### src/rtl/cdb_req_buffer_pkg.sv
// Shared types and constants for the FU-side CDB request buffer.
// Build option CDB_REQ_BYPASS_EN (see cdb_req_buffer) needs nothing from this package.
package cdb_req_buffer_pkg;

   localparam int unsigned PHYS_TAG_W        = 6;
   localparam int unsigned DATA_W            = 32;
   localparam int unsigned CDB_REQ_DEPTH     = 4;
   localparam int unsigned CDB_URGENT_CYCLES = 8;

   typedef logic [PHYS_TAG_W-1:0] phys_tag_t;
   typedef logic [DATA_W-1:0]     data_t;

   // Result payload as stored in the FIFO
   typedef struct packed {
      phys_tag_t tag;
      data_t     data;
   } cdb_payload_t;

   // Entry driven onto the CDB arbiter's fu_outputs
   typedef struct packed {
      logic      valid;
      phys_tag_t tag;
      data_t     data;
   } cdb_entry_t;

   function automatic cdb_entry_t make_entry(input logic valid, input cdb_payload_t p);
      cdb_entry_t e;
      e.valid = valid;
      e.tag   = p.tag;
      e.data  = p.data;
      return e;
   endfunction

endpackage

### src/rtl/cdb_req_fifo.sv
// Parameterized circular FIFO with push/pop/flush; head reads as zero when empty.
// Push is accepted while full only when a pop happens the same cycle.
module cdb_req_fifo #(
   parameter int unsigned DEPTH = 4,
   parameter int unsigned W     = 8,
   localparam int unsigned PW   = $clog2(DEPTH),
   localparam int unsigned CW   = $clog2(DEPTH + 1)
) (
   input  logic          clock,
   input  logic          reset,
   input  logic          push,
   input  logic          pop,
   input  logic          flush,
   input  logic [W-1:0]  wdata,
   output logic [W-1:0]  head,
   output logic          full,
   output logic          empty,
   output logic [CW-1:0] count
);

   logic [W-1:0]  mem [DEPTH];
   logic [PW-1:0] wr_ptr;
   logic [PW-1:0] rd_ptr;
   logic          do_push;
   logic          do_pop;

   always_comb begin
      empty   = (count == '0);
      full    = (count == CW'(DEPTH));
      do_pop  = pop && !empty && !flush;
      do_push = push && (!full || do_pop) && !flush;
      head    = empty ? '0 : mem[rd_ptr];
   end

   // Pointers wrap naturally because DEPTH is a power of two
   always_ff @(posedge clock) begin
      if (reset || flush) begin
         wr_ptr <= '0;
         rd_ptr <= '0;
         count  <= '0;
      end else begin
         if (do_push) wr_ptr <= wr_ptr + PW'(1);
         if (do_pop)  rd_ptr <= rd_ptr + PW'(1);
         case ({do_push, do_pop})
            2'b10:   count <= count + CW'(1);
            2'b01:   count <= count - CW'(1);
            default: count <= count;
         endcase
      end
   end

   always_ff @(posedge clock) begin
      if (do_push) mem[wr_ptr] <= wdata;
   end

endmodule

### src/rtl/cdb_req_buffer.sv
// FU-side CDB initiator: buffers results, requests the bus, pops on grant, flags long waits.
// Define CDB_REQ_BYPASS_EN to let a result reach the CDB in the same cycle when the buffer is empty.
module cdb_req_buffer
   import cdb_req_buffer_pkg::*;
#(
   parameter int unsigned DEPTH         = CDB_REQ_DEPTH,
   parameter int unsigned URGENT_CYCLES = CDB_URGENT_CYCLES,
   localparam int unsigned OW           = $clog2(DEPTH + 1)
) (
   input  logic          clock,
   input  logic          reset,
   input  logic          fu_valid,
   input  phys_tag_t     fu_tag,
   input  data_t         fu_data,
   output logic          fu_stall,
   input  logic          flush,
   output logic          request,
   input  logic          grant,
   output cdb_entry_t    cdb_entry,
   output logic          req_urgent,
   output logic [OW-1:0] occupancy
);

   cdb_payload_t fu_payload;
   cdb_payload_t fifo_head;
   cdb_payload_t entry_payload;
   logic         fifo_full;
   logic         fifo_empty;
   logic         fifo_push;
   logic         fifo_pop;
   logic         bypass;
   logic [7:0]   wait_cnt;

   always_comb begin
      fu_payload.tag  = fu_tag;
      fu_payload.data = fu_data;
`ifdef CDB_REQ_BYPASS_EN
      bypass = fifo_empty && fu_valid && !flush;
`else
      bypass = 1'b0;
`endif
      request       = !fifo_empty || bypass;
      entry_payload = bypass ? fu_payload : fifo_head;
      cdb_entry     = make_entry(request, entry_payload);
      fifo_pop      = grant && !fifo_empty;
      // A bypassed result that wins the grant never enters the FIFO
      fifo_push     = fu_valid && !(bypass && grant);
      fu_stall      = fifo_full;
      req_urgent    = request && (wait_cnt >= 8'(URGENT_CYCLES));
   end

   cdb_req_fifo #(
      .DEPTH (DEPTH),
      .W     ($bits(cdb_payload_t))
   ) u_fifo (
      .clock (clock),
      .reset (reset),
      .push  (fifo_push),
      .pop   (fifo_pop),
      .flush (flush),
      .wdata (fu_payload),
      .head  (fifo_head),
      .full  (fifo_full),
      .empty (fifo_empty),
      .count (occupancy)
   );

   // Cycles the current head has been requesting without a grant
   always_ff @(posedge clock) begin
      if (reset || flush) begin
         wait_cnt <= '0;
      end else if (request && !grant) begin
         if (wait_cnt != 8'hFF) wait_cnt <= wait_cnt + 8'(1);
      end else begin
         wait_cnt <= '0;
      end
   end

endmodule

### config.mk
export PLATFORM = sky130hd
export DESIGN_NAME = cdb_req_buffer
export DESIGN_NICKNAME = d
export VERILOG_FILES = /design/src/rtl/cdb_req_buffer_pkg.sv /design/src/rtl/cdb_req_fifo.sv /design/src/rtl/cdb_req_buffer.sv
export SDC_FILE = /design/constraint.sdc
export NUM_CORES = 1
export LEC_CHECK = 0
export ABC_AREA = 1
export CAP_MARGIN = 0
export CORE_ASPECT_RATIO = 0.6
export CORE_MARGIN = 1
export CORE_UTILIZATION = 55
export CTS_BUF_LIST = sky130_fd_sc_hd__clkbuf_16
export DETAILED_ROUTE_END_ITERATION = 10
export PLACE_DENSITY_LB_ADDON = 0.15
export SETUP_SLACK_MARGIN = 0.5
export SLEW_MARGIN = 20
export SYNTH_ARGS = -nofsm -noshare
export SYNTH_HDL_FRONTEND = slang
export SYNTH_SLANG_ARGS = --single-unit
### constraint.sdc
create_clock -name clock -period 3.7 [get_ports clock]
set_input_delay 0.555 -clock clock [delete_from_list [all_inputs] [get_ports clock]]
set_output_delay 0.555 -clock clock [all_outputs]
set_load 0.02 [all_outputs]
After elaboration in Yosys (flattened, before gate mapping)
Memory sizes are Yosys's and may differ from the RTL's. A register that Yosys moved wholly into a read port is not among the register bits.
Index checks and enable logic that the tools add are counted.
{"block": "totals", "ff_bits": 15, "mem_bits_rw": 152, "out_inout_bits": 45, "n_memories": 1}
{"memory": "u_fifo.mem", "words": 4, "word_bits": 38, "read_ports": 1, "rd_clocked_by_memory_dff": 1, "write_ports": 1, "line": "cdb_req_fifo.sv:21", "rtl": "logic [W-1:0] mem [DEPTH];"}
{"block": "op_classes", "addsub": 5, "n_lt_le_gt_ge": 1, "eq_ne": 4, "n_mux": 6, "n_bitwise": 1, "reduce_logical": 16}
{"operator": "$mux 38", "n": 1}
{"operator": "$add 8x1->8 const B", "n": 1}
{"operator": "$ge 8x4->1 const B", "n": 1}
{"operator": "$ne 8x8->1 const B", "n": 1}
{"operator": "$logic_and 1x1->1", "n": 7}
{"operator": "$pmux 3 s2", "n": 1}
{"operator": "$add 2x1->2 const B", "n": 2}
{"operator": "$logic_not 1->1", "n": 4}
{"operator": "$mux 2", "n": 2}
{"operator": "$add 3x1->3 const B", "n": 1}
{"operator": "$eq 3x3->1 const B", "n": 1}
{"operator": "$logic_not 3->1", "n": 1}
{"operator": "$sub 3x1->3 const B", "n": 1}
{"operator": "$eq 2x1->1 const B", "n": 1}
{"operator": "$eq 2x2->1 const B", "n": 1}
{"operator": "$logic_or 1x1->1", "n": 2}
{"operator": "$mux 1", "n": 2}
{"operator": "$reduce_bool 2->1", "n": 1}
{"operator": "$reduce_or 2->1", "n": 1}
{"operator": "$not 1->1", "n": 1}

Longest topological paths before layout
Gate-level depths: netlist of the first run.
{"block": "depth", "ltp_word": 10, "depth_mapped": 13, "depth_no_buf": 13}

By module
From an unflattened synthesis of the first run, not the netlist that was laid out.
{"block": "hier_totals", "hier_cells": 596, "area_unflattened_um2": 6882.9}
{"mod": "cdb_req_fifo", "n_inst": 1, "cells_per_inst": 525, "area_each_um2": 6418.7}
{"mod": "cdb_req_buffer", "n_inst": 1, "cells_per_inst": 71, "area_each_um2": 464.2}

Worst setup path before layout of the first run
No wires, ideal clock.
{"block": "synth_path", "kind": "input port to flip-flop", "start": "in grant", "end": "mem u_fifo.mem[0][0] (netlist bit) (enable)", "arrival_time_ps": 2517, "setup_slack_ps": 750, "cell_stages": 4, "n_path_buf": 0, "cell_sequence": "inv_1 nand4_1 nand2_1 nor2_1"}
{"block": "synth_between", "elab_chain_len": 8}
{"item": "start: declaration", "line": "cdb_req_buffer.sv:18", "rtl": "input logic grant,"}
{"item": "$logic_and 1x1->1", "line": "cdb_req_buffer.sv:45", "rtl": "fifo_pop = grant && !fifo_empty;"}
{"item": "$logic_and 1x1->1 (2 in a row)", "line": "cdb_req_fifo.sv:30", "rtl": "do_pop = pop && !empty && !flush;"}
{"item": "$logic_or 1x1->1", "line": "cdb_req_fifo.sv:31", "rtl": "do_push = push && (!full || do_pop) && !flush;"}
{"item": "$logic_and 1x1->1 (2 in a row)", "line": "cdb_req_fifo.sv:31"}
{"item": "$mux 1", "line": "cdb_req_fifo.sv:53", "rtl": "if (do_push) mem[wr_ptr] <= wdata;"}
{"item": "$mux 1 (implied by the code)", "line": "cdb_req_fifo.sv:53"}
{"item": "end: declaration", "line": "cdb_req_fifo.sv:21"}
Every way passes these cells.

==> metrics.md, run 1 <==
| Metric | Value |
|---|---|
| Worst Path Arrival | `2.48 ns` |
| GRT Total Usage | `0.230` |
| Worst-path clk slew | `about 0.070 ns` |
| Clk sink count | `169` |
| Worst hold slack | `0.522 ns` |
| CTS Hold Buffers Added | `0` |
| CP endpoint kind | `output port` |
| Cell variety after synth | `29` |
| Routed wire length | `14300 um` |
| Area Overhead vs Synth | `22.9%` |
| Synth Warn # | `0` |
| Post-DRT Antenna Nets | `0` |
| Area share of the largest cell type after synthesis | `0.663` |
| Syn Inst Count | `588` |
| Vias per inst | `5.36` |
| # rows | `31` |
| Most frequent cells in the layout | `nor2_1, edfxtp_1, clkdlybuf4s50_1` |
| Die width | `146 um` |
| H-tree Lvls | `4` |
| Clock root buffer | `clkbuf_16` |
| Fill count | `842` |
| Die Y | `between 80 and 90 um` |
| Syn Nets | `639` |
| Die area | `~0.013 mm^2` |
| Antenna violations before repair | `0` |
| Reg2reg path depth | `12` |
| Worst hold stages | `1` |
| Worst Max-Slew Pin Slew | `0.801 ns` |
| Avg Cell Area, Syn | `11.7 um^2` |
| Dpl hpwl | `8270 um` |
| Number of I/O pins | `88` |
| Total gr overflow | `0` |
| Antenna diodes | `0` |
| Slew headroom | `0.466` |
| Worst Hold Class | `reg -> reg` |
| Max-slew violations | `0` |
| DRT Pass-1 Iters | `4` |
| Area leader, netlist | `edfxtp_1` |
| Min cycle time layout | `3.04 ns` |
| Final Hold Viols | `0` |
| Pwr/cell area | `roughly 470 mW/mm^2` |
| Routed wire length per instance | `16.8 um` |
| Most common cell after layout, fill and taps aside | `nor2_1` |
| Worst path required time | `3.14 ns` |
| DRC | `0` |
| Sequential-to-total area share from yosys stat | `0.713` |
| Initial Util | `0.567` |
| Core ar. | `0.0121 mm^2` |
| Leak pwr | `2.90 nW` |
| Seq cells post-synth | `169` |
| Clock Skew | `~0.0068 ns` |
| Clk Latency, worst-skew pair | `0.42 ns` |
| CP max FO | `76` |
| RSZ-0062 raised after global routing | `no` |
| Final GP Congestion | `between 0.7 and 0.8` |
| Largest net degree at the start of global routing | `77` |
| Max VDD drop | `384 uV` |
| Post-Place Cells | `818` |
| Worst setup SP type | `flip-flop` |
| Buffer depth of the longest clock path | `2` |
| Mapped Area | `0.00688 mm^2` |
| Util after Layout | `0.696` |
| First-pass GRT wire length | `22000 um` |
| Vias in the first global route | `roughly 4400` |
| CTS tree | `done` |
| Fin nets | `724` |
| Fin crit share | `0.820` |
| 1st-iter DRT viols | `about 340` |
| Port bufs | `87` |
| Dominant cells by area after synthesis | `edfxtp_1, nor2_1, dfxtp_1` |
| Final Non-Filler Cells | `850` |
| Max Clk Rate | `329 MHz` |
| Total power | `4.01 mW` |
| Crit Path Category | `reg -> out` |
| Max cap viols | `0` |
| Share of cells above drive strength 1 | `0.0803` |
| Outcome | `completed` |
| DR vias | `4559` |
| Setup TNS Final | `0 ns` |
| TritonCTS buffer count | `17` |
| Count of final setup violators | `0` |
-- report_power, final --
group	internal, mW	switching, mW	leakage [nW]
sequential	2.11	0.00862	1.52
combinational	0.106	0.142	1.12
clock	0.924	0.723	0.254
total	3.14	0.874	2.90
-- logic make-up (layout without fill, tap and decap cells) --
kind of cell    count (synthesis)  after routing  share of synthesized area
compound gates                129            129                     0.0944
xor+xnor                        2              2                    0.00255
fa+ha+maj                       8              8                     0.0156
buf+inv                        58            155                     0.0476
flops                         169            169                      0.713
simple gates                  222            222                      0.127
-- sequential cells by signal, summed over array words and instances, names as in the netlist, named ones only --
signal	cells
u_fifo.mem	152
wait_cnt	8
u_fifo.count	3
u_fifo.wr_ptr	2
u_fifo.rd_ptr	2
-- synth_stat cells --
cell      count
a21boi_0      1
a21oi_1      47
a31oi_1       1
buf_1         1
buf_2         7
buf_4         8
buf_6         8
buf_8         1
clkbuf_1      5
clkinv_1      1
dfxtp_1      17
edfxtp_1    152
fa_1          1
ha_1          7
inv_1        21
inv_2         6
nand2_1      30
nand2_2       1
nand3_1       6
nand3_2       1
nand3_4       1
nand4_1       1
nor2_1      178
nor2_2        2
nor3_1        2
o21ai_0      40
o21ai_1      40
xnor2_1       1
xor2_1        1
-- critical path: stages, from the launching register on --
cell and delay, ns:
dfxtp_2 0.34, clkbuf_8 0.44, nor2_1 0.13, nor2_1 0.12
o21ai_0 0.15, a21oi_1 0.20, clkdlybuf4s50_1 0.64
-- path summary, 6_finish.rpt --
path | from | end | slack, ns
max reg2reg | u_fifo.count[0] | u_fifo.count[2] | 1.47
min reg2reg | u_fifo.count[0] | u_fifo.count[0] | 0.52
min | u_fifo.count[0] | u_fifo.count[0] | 0.52
max | flip-flop | cdb_entry[15] | 0.66
-- stage by stage --
stage	setup WS, ns	cell area [um^2]
floorplan	0.750	6880
global placement	0.560	7870
detailed placement	0.516	7870
CTS	0.590	8420
global route	0.532	8450
finish	0.664	8450
-- layer usage --
| layer | track usage | up-vias | wire length [um] |
|---|---|---|---|
| li1 | - | 2211 | - |
| met1 | 0.315 | 2131 | 6460 |
| met2 | 0.364 | 200 | 6500 |
| met3 | 0.0546 | 17 | 1120 |
| met4 | 0.0862 | 0 | 165 |
| met5 | 0 | - | 0 |
-- timing repair --
action                                  4_1_cts  5_1_grt
buffers inserted                              0        1
resized for setup                             3        1
endpoints found under the setup margin       38        8
gates cloned                                  0        0
-- final cells by class --
| type | count | area, um^2 | share of cell area |
|---|---|---|---|
| Multi-Input combinational cell | 361 | 1680 | 0.198 |
| Sequential cell | 169 | 4910 | 0.581 |
| Clock inverter | 14 | 124 | 0.0147 |
| Clock buffer | 17 | 425 | 0.0503 |
| Inverter | 28 | 108 | 0.0127 |
| Timing Repair Buffer | 96 | 1000 | 0.119 |
| Tap cell | 165 | 206 | 0.0244 |
Power figures use the tool's default switching activity.
==> inputs of run 2 (changes only) <==
--- a/config.mk
+++ b/config.mk
@@ -9,7 +9,7 @@
 export CAP_MARGIN = 0
 export CORE_ASPECT_RATIO = 0.6
 export CORE_MARGIN = 1
-export CORE_UTILIZATION = 55
+export CORE_UTILIZATION = 50
 export CTS_BUF_LIST = sky130_fd_sc_hd__clkbuf_16
 export DETAILED_ROUTE_END_ITERATION = 10
 export PLACE_DENSITY_LB_ADDON = 0.15
==> constraint.sdc (replaced) <==
create_clock -name clock -period 2.4 [get_ports clock]
set_input_delay 0.36 -clock clock [delete_from_list [all_inputs] [get_ports clock]]
set_output_delay 0.36 -clock clock [all_outputs]
set_load 0.02 [all_outputs]
==> run 2 against run 1 <==
Setup slack worse by 0.40 ns. Non-clock buffer count rose by 39. Via count grew 5.9%. Die area grew 9.8%. Sequential share of layout area decreased by 5.1 points. Critical path type unchanged. Sequential power is 54% higher. Clock skew increased by 0.0065 ns. Count of clock-buffer cells in the layout stayed put.
==> metrics.md, run 2 (synthesized netlist as in run 1, its figures left out) <==
| Metric | Value |
|---|---|
| Routed wire length per instance | `19.0 um (+13%)` |
| Switch share | `0.210 (-0.00733)` |
| Port bufs | `87 (unchanged)` |
| DR vias | `4829 (+5.9%)` |
| Min cycle time layout | `2.14 ns` |
| Worst path required time | `2.04 ns (-1.10 ns)` |
| Fin nets | `764 (+5.5%)` |
| # rows | `32 (+3.2%)` |
| Initial Util | `0.524 (-0.0428)` |
| 1st-iter DRT viols | `411 (+22%)` |
| Clk sink count | `169 (unchanged)` |
| Util after Layout | `0.706 (+0.0102)` |
| Vias in the first global route | `4553 (+3.2%)` |
| Dpl hpwl | `9030 um (+9.3%)` |
| Max incr delay on CP | `0.45 ns (-0.19 ns)` |
| Crit path cell chain | `buf_12, clkinv_16, buf_12, o21ai_0, a21oi_1, buf_4` |
| Final GP Congestion | `0.841 (+7.2%)` |
| GR peak layer | `met2` |
| Largest net degree at the start of global routing | `39 (-49%)` |
| GRT Total Usage | `0.244 (+0.0143)` |
| CP delay by family, top | `buffers and inverters` |
| Worst Max-Slew Pin Slew | `0.361 ns (-0.439 ns)` |
| Die area | `0.0142 mm^2 (+9.8%)` |
| CP endpoint kind | `output port` |
| Worst Path Arrival | `1.78 ns (-0.70 ns)` |
| Internal | `5.18 mW (+65%)` |
| Worst setup SP type | `flip-flop` |
| Fin crit share | `0.890` |
| Most common cell after layout, fill and taps aside | `nor2_1` |
| CP most frequent cell | `buf_12` |
| GR Util met2 | `0.376 (+0.0123)` |
| Max VDD drop | `417 uV (+8.6%)` |
| Share of cells above drive strength 1 | `0.252 (+0.172)` |
| Die Y | `92.9 um (+4.8%)` |
| DRT Pass-1 Iters | `5 (+1)` |
| DRC | `0 (unchanged)` |
| Pwr/cell area | `707 mW/mm^2 (+49%)` |
| Critical-path top delay cell | `dfxtp_4` |
| Crit Path Category | `reg -> out` |
| Total gr overflow | `0 (unchanged)` |
| Clk Latency, worst-skew pair | `0.41 ns (about the same)` |
| Post-DRT Antenna Nets | `0 (unchanged)` |
| Antenna violations before repair | `1 (+1)` |
| Die width | `153 um (+4.8%)` |
| Reg-to-Reg Start | `u_fifo.count[0]` |
| H-tree Lvls | `4 (unchanged)` |
| Most frequent cells in the layout | `nor2_1, edfxtp_1, buf_4` |
| First-pass GRT wire length | `25600 um (+16%)` |
| Clock root buffer | `clkbuf_16` |
| Reg power frac | `0.498 (-0.030)` |
| Routed wire length | `17000 um (+19%)` |
| Comb pwr share | `0.068 (+0.006)` |
| Setup ws final | `0.263 ns (-0.401 ns)` |
| Max cap viols | `0 (unchanged)` |
| Leak pwr | `3.36 nW (+16%)` |
| Final Non-Filler Cells | `897 (+5.5%)` |
| Worst Hold Class | `reg -> reg` |
| Core ar. | `0.0131 mm^2 (+8.2%)` |
| Clock Skew | `0.0133 ns (+0.00647 ns)` |
| Buffer depth of the longest clock path | `2 (unchanged)` |
| Pre-CTS setup slack | `0.0912 ns (-0.425 ns)` |
| CTS Hold Buffers Added | `0 (unchanged)` |
| Final Hold Viols | `0 (unchanged)` |
| Top Registers | `u_fifo.mem (152), wait_cnt (8), u_fifo.count (3)` |
| Count of final setup violators | `0 (unchanged)` |
| Area Overhead vs Synth | `34.8%` |
| Outcome | `completed` |
| Global Route met3 Usage | `0.0510 (-0.00363)` |
| Max-slew violations | `0 (unchanged)` |
| M1 GR Usage | `0.352 (+0.0370)` |
| Vias per inst | `5.38 (+0.37%)` |
| Setup TNS Final | `0 ns (unchanged)` |
| Clock power frac | `0.434 (+0.024)` |
| Max Clk Rate | `468 MHz` |
| Switching Power | `1.38 mW (+58%)` |
| Worst-path clk slew | `0.06 ns (about the same)` |
| Top reg by flops | `u_fifo.mem` |
| CP max FO | `10 (-87%)` |
| Post-Place Cells | `830 (+1.5%)` |
| Max FFs per register | `152 (unchanged)` |
| Hold path startpoint | `u_fifo.count[0]` |
| CTS tree | `done` |
| Slew headroom | `0.759 (+0.293)` |
| RSZ-0062 raised after global routing | `yes` |
| Worst Path Buf+Inv | `4 (+2)` |
| TritonCTS buffer count | `17 (unchanged)` |
| Number of I/O pins | `88 (unchanged)` |
| Fill count | `887 (+5.3%)` |
==> run 2: per-layer routing <==
| metal | part of all wire | up-vias |
|---|---|---|
| met5 | 0 | - |
| li1 | - | 2296 |
| met4 | 0.0071 | 0 |
| met1 | 0.46 | 2341 |
| met2 | 0.47 | 179 |
| met3 | 0.062 | 13 |
==> run 2: worst paths after layout <==
| path | endpoint | slack (ns) | depth (start not counted) |
|---|---|---|---|
| worst max-delay path | cdb_entry[9] | 0.26 | 6 |
| worst min-delay path | u_fifo.count[0] | 0.47 | 1 |
| worst max register to register | u_fifo.count[2] | 0.67 | 13 |
| worst min register to register | u_fifo.count[0] | 0.47 | 1 |
==> run 2: stage by stage <==
step / instance area (um^2) / power, mW / hold WS (ns)
floorplan: 6940 / 3.51 / 0.459
global route: 9280 / 6.74 / 0.501
CTS: 8880 / 6.55 / 0.472
finish: 9280 / 6.56 / 0.471
detailed placement: 8030 / 3.73 / 0.466
global placement: 8030 / 3.72 / 0.458
==> run 2: power groups by stage <==
| stage | clock network [mW] | logic, mW | registers (mW) |
|---|---|---|---|
| 3_3_place_gp | 0 | 0.393 | 3.33 |
| 4_1_cts | 2.87 | 0.415 | 3.27 |
| 3_5_place_dp | 0 | 0.401 | 3.33 |
| 5_1_grt | 2.99 | 0.478 | 3.27 |
| 6_report | 2.85 | 0.446 | 3.27 |
| 2_1_floorplan | 0 | 0.177 | 3.33 |
==> run 2: worst register-to-register path, cell delays in order, from the launching register on <==
cell and delay, ns:
dfxtp_4 0.38, inv_4 0.05, nand3_4 0.15, nand2_2 0.08
inv_2 0.10, ha_4 0.13, inv_1 0.07, fa_2 0.36
nor2_2 0.09, nor2_1 0.04, nand2_1 0.06, nand2_1 0.05
nand2_1 0.05, nor2_1 0.04
==> run 2: timing repair <==
action                     4_1_cts  5_1_grt
cloned                           5        5
pin swaps                       12       27
resized for setup              228       78
setup buffers                   12       12
setup endpoints to repair       42       40
==> run 2: cell type report <==
type	instances	area, um^2	area share
well taps	170	213	0.0229
inverters	28	146	0.0158
clock buffers	17	425	0.0459
diodes	1	2.50	0.000270
repair inverters	1	11.3	0.00121
multi-input cells	361	1900	0.205
clock inverters	15	185	0.0200
flip-flops and latches	169	4920	0.530
repair buffers	135	1470	0.159
